--- src/rtl/cic_pkg.sv ---
// Shared CIC definitions: stage count, default widths, FSM states and the
// output saturation helper used by both the interpolator and the decimator.
package cic_pkg;

    localparam int STAGES    = 5;
    localparam int DEF_IN_W  = 8;
    localparam int DEF_OUT_W = 8;
    localparam int DEF_ACC_W = 24;

    typedef enum logic {
        ST_IDLE = 1'b0,
        ST_RUN  = 1'b1
    } cic_state_e;

    // Clamp a sign-extended value to the signed range of a w-bit word.
    function automatic logic signed [63:0] sat_clip(input logic signed [63:0] x, input int w);
        logic signed [63:0] hi;
        logic signed [63:0] lo;
        hi = (64'sd1 <<< (w - 32'sd1)) - 64'sd1;
        lo = -(64'sd1 <<< (w - 32'sd1));
        if (x > hi) begin
            sat_clip = hi;
        end else if (x < lo) begin
            sat_clip = lo;
        end else begin
            sat_clip = x;
        end
    endfunction

endpackage

--- src/rtl/cic_comb_stage.sv ---
// One comb section with differential delay 1: y = x - x[previous enabled sample].
module cic_comb_stage
    import cic_pkg::*;
#(
    parameter int ACC_W = DEF_ACC_W
) (
    input  logic                    clk,
    input  logic                    rst,
    input  logic                    i_en,
    input  logic signed [ACC_W-1:0] i_x,
    output logic signed [ACC_W-1:0] o_y
);

    logic signed [ACC_W-1:0] r_dly;

    // Delay register advances only when a low-rate sample enters the chain.
    always_ff @(posedge clk) begin
        if (rst) begin
            r_dly <= {ACC_W{1'b0}};
        end else if (i_en) begin
            r_dly <= i_x;
        end
    end

    assign o_y = i_x - r_dly;

endmodule

--- src/rtl/cic_interpolator.sv ---
// Five-stage CIC interpolator: combs at the input rate, zero-stuffing by R,
// five integrators at the clock rate, then shift and saturate to OUT_W.
module cic_interpolator
    import cic_pkg::*;
#(
    parameter int IN_W  = DEF_IN_W,
    parameter int OUT_W = DEF_OUT_W,
    parameter int ACC_W = DEF_ACC_W
) (
    input  logic                    clk,
    input  logic                    rst,
    input  logic [15:0]             interp_ratio,
    input  logic [4:0]              out_shift,
    input  logic signed [IN_W-1:0]  d_in,
    input  logic                    in_valid,
    output logic                    in_ready,
    output logic signed [OUT_W-1:0] d_out,
    output logic                    out_valid,
    output logic                    underrun
);

    cic_state_e              r_state;
    cic_state_e              w_state_nxt;
    logic [15:0]             r_ratio;
    logic [15:0]             r_phase;
    logic [2:0]              r_run_cnt;
    logic                    r_out_valid;
    logic                    r_underrun;
    logic signed [OUT_W-1:0] r_dout;
    logic signed [ACC_W-1:0] r_comb;
    logic signed [ACC_W-1:0] r_integ [STAGES];
    logic signed [ACC_W-1:0] w_stage [STAGES+1];
    logic signed [ACC_W-1:0] w_shifted;
    logic                    w_slot;
    logic                    w_ready;
    logic                    w_xfer;
    logic                    w_miss;
    logic                    w_comb_en;

    assign w_slot = (r_state == ST_RUN) && (r_phase == (r_ratio - 16'd1));

    // Readiness: always in IDLE, only on the last phase while running.
    always_comb begin
        w_ready = 1'b0;
        if (rst) begin
            w_ready = 1'b0;
        end else if (r_state == ST_IDLE) begin
            w_ready = 1'b1;
        end else begin
            w_ready = w_slot;
        end
    end

    assign w_xfer    = in_valid & w_ready;
    assign w_miss    = w_slot & ~in_valid & ~rst;
    assign w_comb_en = w_xfer | w_miss;
    assign w_stage[0] = w_xfer ? {{(ACC_W-IN_W){d_in[IN_W-1]}}, d_in} : {ACC_W{1'b0}};

    for (genvar g = 0; g < STAGES; g++) begin : g_comb
        cic_comb_stage #(.ACC_W(ACC_W)) u_comb (
            .clk  (clk),
            .rst  (rst),
            .i_en (w_comb_en),
            .i_x  (w_stage[g]),
            .o_y  (w_stage[g+1])
        );
    end

    // Next-state logic: RUN is only left through reset.
    always_comb begin
        w_state_nxt = r_state;
        case (r_state)
            ST_IDLE: begin
                if (w_xfer) begin
                    w_state_nxt = ST_RUN;
                end else begin
                    w_state_nxt = ST_IDLE;
                end
            end
            ST_RUN:  w_state_nxt = ST_RUN;
            default: w_state_nxt = ST_IDLE;
        endcase
    end

    // State register.
    always_ff @(posedge clk) begin
        if (rst) begin
            r_state <= ST_IDLE;
        end else begin
            r_state <= w_state_nxt;
        end
    end

    // Ratio is captured once on the first transfer; zero behaves as one.
    always_ff @(posedge clk) begin
        if (rst) begin
            r_ratio <= 16'd1;
        end else if ((r_state == ST_IDLE) && w_xfer) begin
            r_ratio <= (interp_ratio == 16'd0) ? 16'd1 : interp_ratio;
        end
    end

    // Phase counter wraps at R-1, aligned so phase 0 follows each input slot.
    always_ff @(posedge clk) begin
        if (rst || (r_state == ST_IDLE) || w_slot) begin
            r_phase <= 16'd0;
        end else begin
            r_phase <= r_phase + 16'd1;
        end
    end

    // out_valid rises once the pipeline has been filled for six RUN edges.
    always_ff @(posedge clk) begin
        if (rst) begin
            r_run_cnt   <= 3'd0;
            r_out_valid <= 1'b0;
        end else if (r_state == ST_RUN) begin
            if (r_run_cnt != 3'd6) begin
                r_run_cnt <= r_run_cnt + 3'd1;
            end
            r_out_valid <= (r_run_cnt >= 3'd5);
        end
    end

    // Comb result is held for exactly one cycle, giving the zero-stuffed stream.
    always_ff @(posedge clk) begin
        if (rst) begin
            r_comb <= {ACC_W{1'b0}};
        end else begin
            r_comb <= w_comb_en ? w_stage[STAGES] : {ACC_W{1'b0}};
        end
    end

    // Integrator cascade at the clock rate, modular arithmetic.
    always_ff @(posedge clk) begin
        if (rst) begin
            for (int i = 0; i < STAGES; i++) begin
                r_integ[i] <= {ACC_W{1'b0}};
            end
        end else begin
            r_integ[0] <= r_integ[0] + r_comb;
            for (int i = 1; i < STAGES; i++) begin
                r_integ[i] <= r_integ[i] + r_integ[i-1];
            end
        end
    end

    assign w_shifted = r_integ[STAGES-1] >>> out_shift;

    // Output register and sticky underrun flag.
    always_ff @(posedge clk) begin
        if (rst) begin
            r_dout     <= {OUT_W{1'b0}};
            r_underrun <= 1'b0;
        end else begin
            r_dout <= OUT_W'(sat_clip({{(64-ACC_W){w_shifted[ACC_W-1]}}, w_shifted}, OUT_W));
            if (w_miss) begin
                r_underrun <= 1'b1;
            end
        end
    end

    assign in_ready  = w_ready;
    assign d_out     = r_dout;
    assign out_valid = r_out_valid;
    assign underrun  = r_underrun;

endmodule

--- config.mk ---
export PLATFORM = sky130hd
export DESIGN_NAME = cic_interpolator
export DESIGN_NICKNAME = d
export VERILOG_FILES = /design/src/rtl/cic_pkg.sv /design/src/rtl/cic_comb_stage.sv /design/src/rtl/cic_interpolator.sv
export SDC_FILE = /design/constraint.sdc
export NUM_CORES = 1
export LEC_CHECK = 0
export BUFFER_PORTS_ARGS = -buffer_cell sky130_fd_sc_hd__buf_4
export CELL_PAD_IN_SITES_DETAIL_PLACEMENT = 1
export CELL_PAD_IN_SITES_GLOBAL_PLACEMENT = 2
export CORE_MARGIN = 3
export CORE_UTILIZATION = 25
export DETAILED_ROUTE_END_ITERATION = 6
export PLACE_DENSITY_LB_ADDON = 0.3
export SLEW_MARGIN = 20
export SYNTH_ARGS = -nofsm -noshare
export SYNTH_HDL_FRONTEND = slang
export SYNTH_SLANG_ARGS = --single-unit
--- constraint.sdc ---
create_clock -name clk -period 16.8 [get_ports clk]
set_input_delay 0.84 -clock clk [delete_from_list [all_inputs] [get_ports clk]]
set_output_delay 0.84 -clock clk [all_outputs]
set_load 0.01 [all_outputs]
**After elaboration in Yosys (flattened, before gate mapping)**

Memory sizes are Yosys's and may differ from the RTL's.
Cells that the tools add are included.
Widths: inputs -> output; s select.

- Memories kept: 1
- Logic and storage cells: 71
- Flip-flop bits (word level): 190
- Memory bits (writable): 120
- Input port bits: 32
- Output and inout port bits: 11

- Shift operators: 1
- Reduce and logical (&&, ||, !) cells: 8
- Equal/unequal tests: 2
- Mux-type cells: 16
- $add $sub $neg: 13
- Magnitude comparators: 3
- Bitwise operators: 13

Memory list:

| name | words | bits a word | rd ports | clocked after memory_dff | wr ports | line | text |
|---|---|---|---|---|---|---|---|
| r_integ | 5 | 24 | 5 | 0 | 5 | cic_interpolator.sv:31 | `logic signed [ACC_W-1:0] r_integ [STAGES];` |

Operator list:

| operator | count |
|---|---|
| $mux 24 | 6 |
| $add 24x24->24 | 5 |
| $sub 24x24->24 | 5 |
| $gt 24x8->1 const B | 1 |
| $lt 24x8->1 const B | 1 |
| $sshr 24x5->24 | 1 |
| $add 16x1->16 const B | 1 |
| $eq 16x16->1 | 1 |
| $logic_not 16->1 | 1 |
| $mux 16 | 1 |
| $sub 16x1->16 const B | 1 |
| $mux 8 | 1 |
| $mux 7 | 1 |
| $mux 1 | 6 |
| $or 1x1->1 | 6 |
| $not 1->1 | 4 |
| $reduce_or 2->1 | 2 |
| $add 3x1->3 const B | 1 |
| $and 1x1->1 | 3 |
| $ge 3x3->1 const B | 1 |
| $ne 3x3->1 const B | 1 |
| $logic_and 1x1->1 | 2 |
| $logic_or 1x1->1 | 2 |
| $pmux 1 s2 | 1 |
| $reduce_and 2->1 | 1 |

**Longest topological paths before layout**

Gate-level depths: netlist of the first run.

- Depth after elaboration: 12
- Mapped depth: 52
- Mapped depth without buffers: 52

**Hierarchy**

From an unflattened synthesis of the first run, not the netlist that was laid out.

- Cells, all modules: 2,846
- Area, all modules: 23,391.2 um^2

Modules (own cells, without submodules):

| module | area an instance (um^2) | sequential area each (um^2) | instances | cells an instance |
|---|---|---|---|---|
| cic_interpolator | 12,323.1 | 3,803.6 | 1 | 1,458 |
| cic_comb_stage (g_comb[0].u_comb ...) | 2,207.1 | 480.5 | 4 | 276 |
| cic_comb_stage (g_comb[1].u_comb) | 2,239.6 | 480.5 | 1 | 284 |

**Worst setup path after synthesis of the first run**

Ideal clock, no wire load.

- Kind: reg-to-reg
- From: register r_ratio[5]
- To: register r_comb[23]
- Arrival time: 10.071 ns
- Slack: 6.612 ns
- Stages on the path, launching flop included: 47
- Period minus slack after synthesis: 10.188 ns
- Required time: 16.683 ns
- Path buffers: 0
- Setup time: 0.117 ns
- Cell sequence: dfxtp_1 -> nor4_1 -> nand4_1 -> xnor2_1 -> or4_1 -> a221o_1 -> a211o_1 -> a21oi_2 -> and2_1 -> nand2_1 -> ha_1 -> fa_1 -> o21ai_0 -> a21oi_1 -> o21bai_1 -> a21o_1 -> a21o_1 -> a21o_1 -> (+11 left out) -> a221o_1 -> a31oi_1 -> xnor2_1 -> ha_1 -> a21oi_1 -> o21ai_0 -> a21oi_1 -> o21ai_0 -> a21o_1 -> a21oi_1 -> xnor2_1 -> ha_1 -> a21o_1 -> or4_1 -> a211o_1 -> nand3_1 -> xor2_1 -> nor2_1

- Cells in the longest elaborated chain, start to end: 12
- Elaborated cells between the ends (all ways): 17
- Classes of those cells: 6 x add/sub; 1 x eq/ne; 3 x mux; 5 x bitwise; 2 x reduce/logical

Ends and longest elaborated chain:

| item | line | text |
|---|---|---|
| start: declaration | cic_interpolator.sv:24 | `logic [15:0] r_ratio;` |
| start signal: assignment | cic_interpolator.sv:99 | `r_ratio <= (interp_ratio == 16'd0) ? 16'd1 : interp_ratio;` |
| $sub 16x1->16 | cic_interpolator.sv:40 | `assign w_slot = (r_state == ST_RUN) && (r_phase == (r_ratio - 16'd1));` |
| $eq 16x16->1 | cic_interpolator.sv:40 |  |
| $logic_and 1x1->1 | cic_interpolator.sv:40 |  |
| $mux 1 | cic_interpolator.sv:47 | `end else if (r_state == ST_IDLE) begin` |
| $mux 1 | cic_interpolator.sv:45 | `if (rst) begin` |
| named net in_ready | cic_interpolator.sv:16 | `output logic in_ready,` |
| $and 1x1->1 | cic_interpolator.sv:54 | `assign w_xfer = in_valid & w_ready;` |
| $mux 24 | cic_interpolator.sv:57 | `assign w_stage[0] = w_xfer ? {{(ACC_W-IN_W){d_in[IN_W-1]}}, d_in} : {ACC_W{1'b0}};` |
| $sub 24x24->24 | cic_comb_stage.sv:25 | `assign o_y = i_x - r_dly;` |
| named net g_comb[0].u_comb.o_y[8] | cic_comb_stage.sv:11 | `output logic signed [ACC_W-1:0] o_y` |
| $sub 24x24->24 | cic_comb_stage.sv:25 |  |
| named net g_comb[1].u_comb.o_y[13] | cic_comb_stage.sv:11 |  |
| $sub 24x24->24 | cic_comb_stage.sv:25 |  |
| named net g_comb[2].u_comb.o_y[15] | cic_comb_stage.sv:11 |  |
| $sub 24x24->24 | cic_comb_stage.sv:25 |  |
| named net g_comb[3].u_comb.o_y[19] | cic_comb_stage.sv:11 |  |
| $sub 24x24->24 | cic_comb_stage.sv:25 |  |
| end signal: assignment | cic_interpolator.sv:128 | `r_comb <= {ACC_W{1'b0}};` |
| end signal: assignment | cic_interpolator.sv:130 | `r_comb <= w_comb_en ? w_stage[STAGES] : {ACC_W{1'b0}};` |
| end: declaration | cic_interpolator.sv:30 | `logic signed [ACC_W-1:0] r_comb;` |

The timed path passes the listed nets, and every way through them passes these cells.
A chain may end at the register's enable or synchronous reset.

**Worst setup path after layout of the first run**

- From: register r_ratio[5]
- To: register r_comb[23]

- Cells in the longest elaborated chain, start to end: 12
- Elaborated cells between the ends (all ways): 17
- Classes of those cells: 6 x add/sub; 1 x eq/ne; 3 x mux; 5 x bitwise; 2 x reduce/logical

Ends and longest elaborated chain:

| item | line |
|---|---|
| $sub 16x1->16 | cic_interpolator.sv:40 |
| $eq 16x16->1 | cic_interpolator.sv:40 |
| $logic_and 1x1->1 | cic_interpolator.sv:40 |
| $mux 1 | cic_interpolator.sv:47 |
| $mux 1 | cic_interpolator.sv:45 |
| $and 1x1->1 | cic_interpolator.sv:54 |
| $mux 24 | cic_interpolator.sv:57 |
| $sub 24x24->24 | cic_comb_stage.sv:25 |
| named net g_comb[0].u_comb.o_y[8] | cic_comb_stage.sv:11 |
| $sub 24x24->24 | cic_comb_stage.sv:25 |
| named net g_comb[1].u_comb.o_y[13] | cic_comb_stage.sv:11 |
| $sub 24x24->24 | cic_comb_stage.sv:25 |
| named net g_comb[2].u_comb.o_y[15] | cic_comb_stage.sv:11 |
| $sub 24x24->24 | cic_comb_stage.sv:25 |
| named net g_comb[3].u_comb.o_y[19] | cic_comb_stage.sv:11 |
| $sub 24x24->24 | cic_comb_stage.sv:25 |

The timed path passes the listed nets, and every way through them passes these cells.

==> impl_metrics.json, run 1 <==
{
  "path_max_fanout": 7,
  "clk_latency_ns": 0.56,
  "io_pins": 43,
  "wl_met2_um": 27000,
  "rr_startpoint": "r_ratio[5]$_SDFFE_PP0P_",
  "area_delta_synth_final_pct": 12.5,
  "criticalPathCategory": "reg2reg",
  "firstDrtPassIters": 4,
  "r2r_cells": 47,
  "rsz0062_at_grt": "no",
  "grt_pass1_wl_um": 93600,
  "groute.usage.overall": 0.131,
  "drt_iter0_drc": 584,
  "setup_viol_count_final": 0,
  "avgSynthCellArea_um2": 8.19,
  "synthCells": 2493,
  "fmax_ghz": 0.0853,
  "max_slew_margin": 0.368,
  "synth_async_sr_flop_share": 0,
  "coreArea_um2": 80700,
  "r2r-end": "r_comb[23]$_SDFF_PP0_",
  "synth_top_area_frac": 0.287,
  "yosysWarnings": 0,
  "cts_sinks": 293,
  "dpl.hpwl_um": 43200,
  "max_stage_delay_ns": 0.77,
  "netlist_area_um2": 20400,
  "initial_utilization": 0.253,
  "hp-start": "g_comb[1].u_comb.r_dly[8]$_SDFFE_PP0N_",
  "tns_ns": 0,
  "outcome": "complete, no violations",
  "die_area_um2": 85100,
  "postRouteAntennaNets": 0,
  "die_h_um": 292,
  "maxUsedRoutingLayer": "met4",
  "worst_slew_pin_slew_ns": 0.948,
  "maxCapViolations": 0,
  "clkTransAtPathRegs_ns": 0.06,
  "antenna_found_initial": 0,
  "wl_met1_um": 26400,
  "cts_setup_buffers": 0,
  "worst-path-buf-inv": 0,
  "wire_per_inst_um": 15.7,
  "port_buffers": 42,
  "cts_root_buffer": "clkbuf_16",
  "overflow": 0,
  "dr_wl_met3_um": 1280,
  "wirelength_um": 56200,
  "final.period_utilization": 0.698,
  "cp.arrival_ns": 12.14,
  "ys_top_cells_by_area": "dfxtp_1 (29%), ha_1 (13%), xnor2_1 (4.8%), nor2_1 (4.8%), a21oi_1 (4.0%)",
  "syn_nets": 2757,
  "cts_tree": "built",
  "grt_pass1_vias": 18400,
  "grt_max_degree": 89,
  "postCtsHoldBufs": 0,
  "cts_buffer_depth": 3,
  "end_kind": "register",
  "cts.htree.levels": 2,
  "cp_data_required_time_ns": 17.22,
  "gp_congestion": 0.802,
  "r2r_setup_slack_ns": 5.08,
  "finalCriticalPeriod_ns": 11.72,
  "drc": 0,
  "synth_edf_count": 0,
  "worst_slack_ns": 5.08,
  "seqCellArea_um2": 5870,
  "min_to": "g_comb[1].u_comb.r_dly[8]$_SDFFE_PP0N_",
  "viasPerCell": 4.84,
  "rows": 104,
  "numCtsBuffers": 39,
  "final_hold_viol_count": 0,
  "ys_seq_area_frac": 0.287,
  "slew_viol_final": 0,
  "hold_class": "reg2reg",
  "yosysTopAreaCell": "dfxtp_1",
  "multi_input_area_um2": 13500,
  "crit_path_top_delay_cell": "nor4_1",
  "crit_top_cell": "a21o_1",
  "cts.repair.resized": 0,
  "cp-startpoint": "r_ratio[5]$_SDFFE_PP0P_",
  "nets": 2763,
  "whs_path_depth": 2,
  "ys_ff_latch": 293,
  "nFillCells": 9635,
  "dp_slack_ns": 5.04,
  "drive_gt1_frac": 0.0601,
  "cpLargestDelayFamily": "compound AO/OA/AOI/OAI gates",
  "cp-start-kind": "register",
  "vias": 17400,
  "clock-skew-final_ns": 0.0266,
  "dieWidth_um": 292,
  "yosysUniqueCellTypes": 81,
  "ys.flop_type": "dfxtp_1"
}
==> worst reg2reg max path: cells and delay by family, from the launching register on <==
kind / cells / cell delay (ns)
XOR/XNOR: 5 / 0.90
flip-flops: 1 / 0.36
AND/OR/NAND/NOR: 11 / 3.06
adder cells (fa/ha/maj): 7 / 2.45
AO/OA/AOI/OAI: 24 / 4.79
==> sequential cells by signal, summed over array words and instances, names as in the netlist, 3 cells and up <==
| register | flops |
|---|---|
| r_comb | 24 |
| d_out | 8 |
| r_integ | 120 |
| g_comb.u_comb.r_dly | 103 |
| r_phase | 16 |
| r_run_cnt | 3 |
| r_ratio | 16 |
==> final cells by class <==
type / instances / area share
antenna: 2 / 0.000218
clock buffer: 63 / 0.0525
clock inverter: 7 / 0.00169
inverter: 180 / 0.0294
multi-input combinational: 1936 / 0.587
sequential: 293 / 0.255
tap: 1060 / 0.0578
timing repair buffer: 49 / 0.0163
==> synthesized netlist by cell type (all sizes together), types with 43 or more instances <==
cell and number:
a211oi 48, a21o 76, a21oi 165, clkbuf 49, dfxtp 293, ha 220, inv 179, nand2 193
nand2b 45, nand3 46, nor2 262, nor2b 43, nor3 65, o21a 47, o21ai 132, o31ai 67
xnor2 113, xor2 80
==> per-layer routing <==
metal,track usage,up-vias
li1,-,8865
met1,0.163,8348
met2,0.233,96
met3,0.0192,80
met4,0.0416,0
met5,0,-
==> through the flow <==
stage,util,cells,cell area (um^2),hold WS (ns)
after detailed placement,0.269,3518,21700,0.456
final,0.285,3590,23000,0.461
after global placement,0.269,3518,21700,0.446
after global routing,0.285,3588,23000,0.484
after CTS,0.285,3588,23000,0.459
after floorplan,-,2493,20400,0.434
==> worst max-delay path by stage <==
stage	depth (start not counted)	slack, ns	to
2_1_floorplan	46	6.61	r_comb[23]$_SDFF_PP0_
4_1_cts	47	4.95	r_comb[23]$_SDFF_PP0_
5_1_grt	47	3.96	r_comb[23]$_SDFF_PP0_
3_5_place_dp	48	5.04	r_comb[23]$_SDFF_PP0_
6_report	47	5.08	r_comb[23]$_SDFF_PP0_
3_3_place_gp	43	5.25	r_comb[23]$_SDFF_PP0_
==> layout by cell type, fill, tap and decap left out, drive strengths merged, types with 67 or more instances in the layout <==
| master | instances |
|---|---|
| dfxtp | 293 |
| ha | 220 |
| nand2 | 193 |
| inv | 180 |
| a21oi | 165 |
| xnor2 | 113 |
| o31ai | 67 |
| o21ai | 132 |
| a21o | 76 |
| nor2 | 262 |
| xor2 | 80 |
==> cells by family after synthesis <==
| group | after synthesis | share of synthesized area |
|---|---|---|
| compound gates | 703 | 0.228 |
| simple gates | 775 | 0.179 |
| fa+ha+maj | 232 | 0.147 |
| buf+inv | 264 | 0.0533 |
| flops | 293 | 0.287 |
| mux | 32 | 0.0216 |
| xor+xnor | 194 | 0.0839 |
Power of run 1 is not shown: default switching activity piles up to over one toggle a cycle in this logic, so the estimate is an artifact.
==> run 2, diff against run 1 <==
==> constraint.sdc (replaced) <==
create_clock -name clk -period 11.6 [get_ports clk]
set_input_delay 0.58 -clock clk [delete_from_list [all_inputs] [get_ports clk]]
set_output_delay 0.58 -clock clk [all_outputs]
set_load 0.01 [all_outputs]
==> run 2 against run 1 <==
  * First-iteration DRC count decreased by 1.4%
  * Final cell count is 0.14% higher
  * Die area stayed put
  * Hold slack worse by 0.20 ns
  * Highest routed layer unchanged
  * Sequential cell count is the same
  * Fmax up 7.8%
==> impl_metrics.json, run 2 (synthesis gave the netlist of run 1 again) <==
{
  "outcome": "complete, no violations",
  "antenna_found_initial": 1,
  "initial_utilization": 0.253,
  "crit_top_cell": "a21o_1",
  "overflow": 0,
  "final_hold_viol_count": 0,
  "largest_register": "r_integ",
  "maxCapViolations": 0,
  "port_buffers": 42,
  "top_regs": "r_integ: 120 flops, g_comb.u_comb.r_dly: 103 flops, r_comb: 24 flops",
  "final_util": 0.287,
  "coreArea_um2": 80700,
  "die_area_um2": 85100,
  "setup_viol_count_final": 0,
  "postCtsHoldBufs": 0,
  "dieWidth_um": 292,
  "final_common_cell": "dfxtp_1",
  "gp_congestion": 0.772,
  "drt_iter0_drc": 576,
  "grt_max_degree": 107,
  "criticalPathCategory": "reg2reg",
  "mostFrequentLayoutCells": "dfxtp_1 (293), nor2_1 (260), ha_1 (217), nand2_1 (193), inv_1 (179)",
  "max_stage_delay_ns": 0.53,
  "io_pins": 43,
  "area_delta_synth_final_pct": 13.4,
  "nets": 2771,
  "end_kind": "register",
  "crit_path_top_delay_cell": "or4_1",
  "hold_class": "in2reg",
  "worst_slew_pin_slew_ns": 0.952,
  "cts_buffer_depth": 3,
  "wire_per_inst_um": 15.8,
  "cp_data_required_time_ns": 12.02,
  "clk_latency_ns": 0.57,
  "cp-start-kind": "register",
  "cp.arrival_ns": 11.29,
  "numCtsBuffers": 39,
  "die_h_um": 292,
  "rows": 104,
  "fmax_ghz": 0.0920,
  "final.period_utilization": 0.937,
  "cts_root_buffer": "clkbuf_16",
  "vias": 17500,
  "groute.usage.overall": 0.132,
  "rsz0062_at_grt": "no",
  "grt_pass1_vias": 18400,
  "drc": 0,
  "drive_gt1_frac": 0.0686,
  "slew_viol_final": 0,
  "cts.htree.levels": 2,
  "cts_sinks": 293,
  "path_max_fanout": 6,
  "antenna_cells": 0,
  "finalCriticalPeriod_ns": 10.87,
  "max_slew_margin": 0.366,
  "cts_tree": "built",
  "clkTransAtPathRegs_ns": 0.06,
  "postRouteAntennaNets": 0,
  "wirelength_um": 56800,
  "grt_pass1_wl_um": 94700,
  "largest_reg_flops": 120,
  "firstDrtPassIters": 5,
  "viasPerCell": 4.86,
  "dpl.hpwl_um": 43200,
  "tns_ns": 0,
  "clock-skew-final_ns": 0.0220
}
==> run 2: changes by cell type in the layout (fill, tap and decap cells not counted), sizes merged <==
cell	before	now
buf	48	56
clkinv	7	10
bufinv	0	2
diode	2	0
clkbuf	64	57
clkinvlp	0	1
==> run 2: through the flow <==
stage               instance area (um^2)  hold slack [ns]  setup slack (ns)  std cells
floorplan                          20400            0.434              1.41       2493
global placement                   21700            0.447             0.562       3521
detailed placement                 21700            0.453             0.268       3521
CTS                                23000            0.216             0.199       3590
global route                       23200            0.240           0.00397       3595
finish                             23200            0.265             0.728       3595
==> run 2: cell type report <==
| class | instances | area [um^2] |
|---|---|---|
| multi-input cells | 1936 | 13600 |
| inverters | 180 | 676 |
| clock buffers | 56 | 1140 |
| repair buffers | 57 | 438 |
| fillers | 9572 | 57500 |
| well taps | 1060 | 1330 |
| clock inverters | 13 | 133 |
| flip-flops and latches | 293 | 5870 |
==> run 2: per-layer routing <==
metal / global-route usage / share of wire
met1: 0.167 / 0.48
met2: 0.232 / 0.47
met4: 0.0404 / 0.026
met5: 0 / 0
met3: 0.0202 / 0.027
==> run 2: worst paths after layout <==
path | from | endpoint | slack, ns | depth (start not counted)
worst max-delay path | r_ratio[0]$_SDFFE_PP1P_ | r_comb[23]$_SDFF_PP0_ | 0.73 | 48
worst min-delay path | interp_ratio[6] | r_ratio[6]$_SDFFE_PP0P_ | 0.26 | 3
worst max register to register | r_ratio[0]$_SDFFE_PP1P_ | r_comb[23]$_SDFF_PP0_ | 0.73 | 48
worst min register to register | g_comb[1].u_comb.r_dly[7]$_SDFFE_PP0N_ | g_comb[1].u_comb.r_dly[7]$_SDFFE_PP0N_ | 0.46 | 2
==> run 2: worst max-delay path: cells and delay by family, from the launching register on <==
family          cells  cell delay [ns]
buf+inv             1             0.07
xor+xnor            4             0.70
flops               1             0.35
fa+ha+maj           8             2.59
simple gates        8             1.96
compound gates     27             5.04
==> run 2: what timing repair did <==
action / CTS / global route
gates resized for setup: 0 / 21
endpoints found under the setup margin: 0 / 6
setup buffers: 0 / 5
Power of run 2 is left out for the same reason.
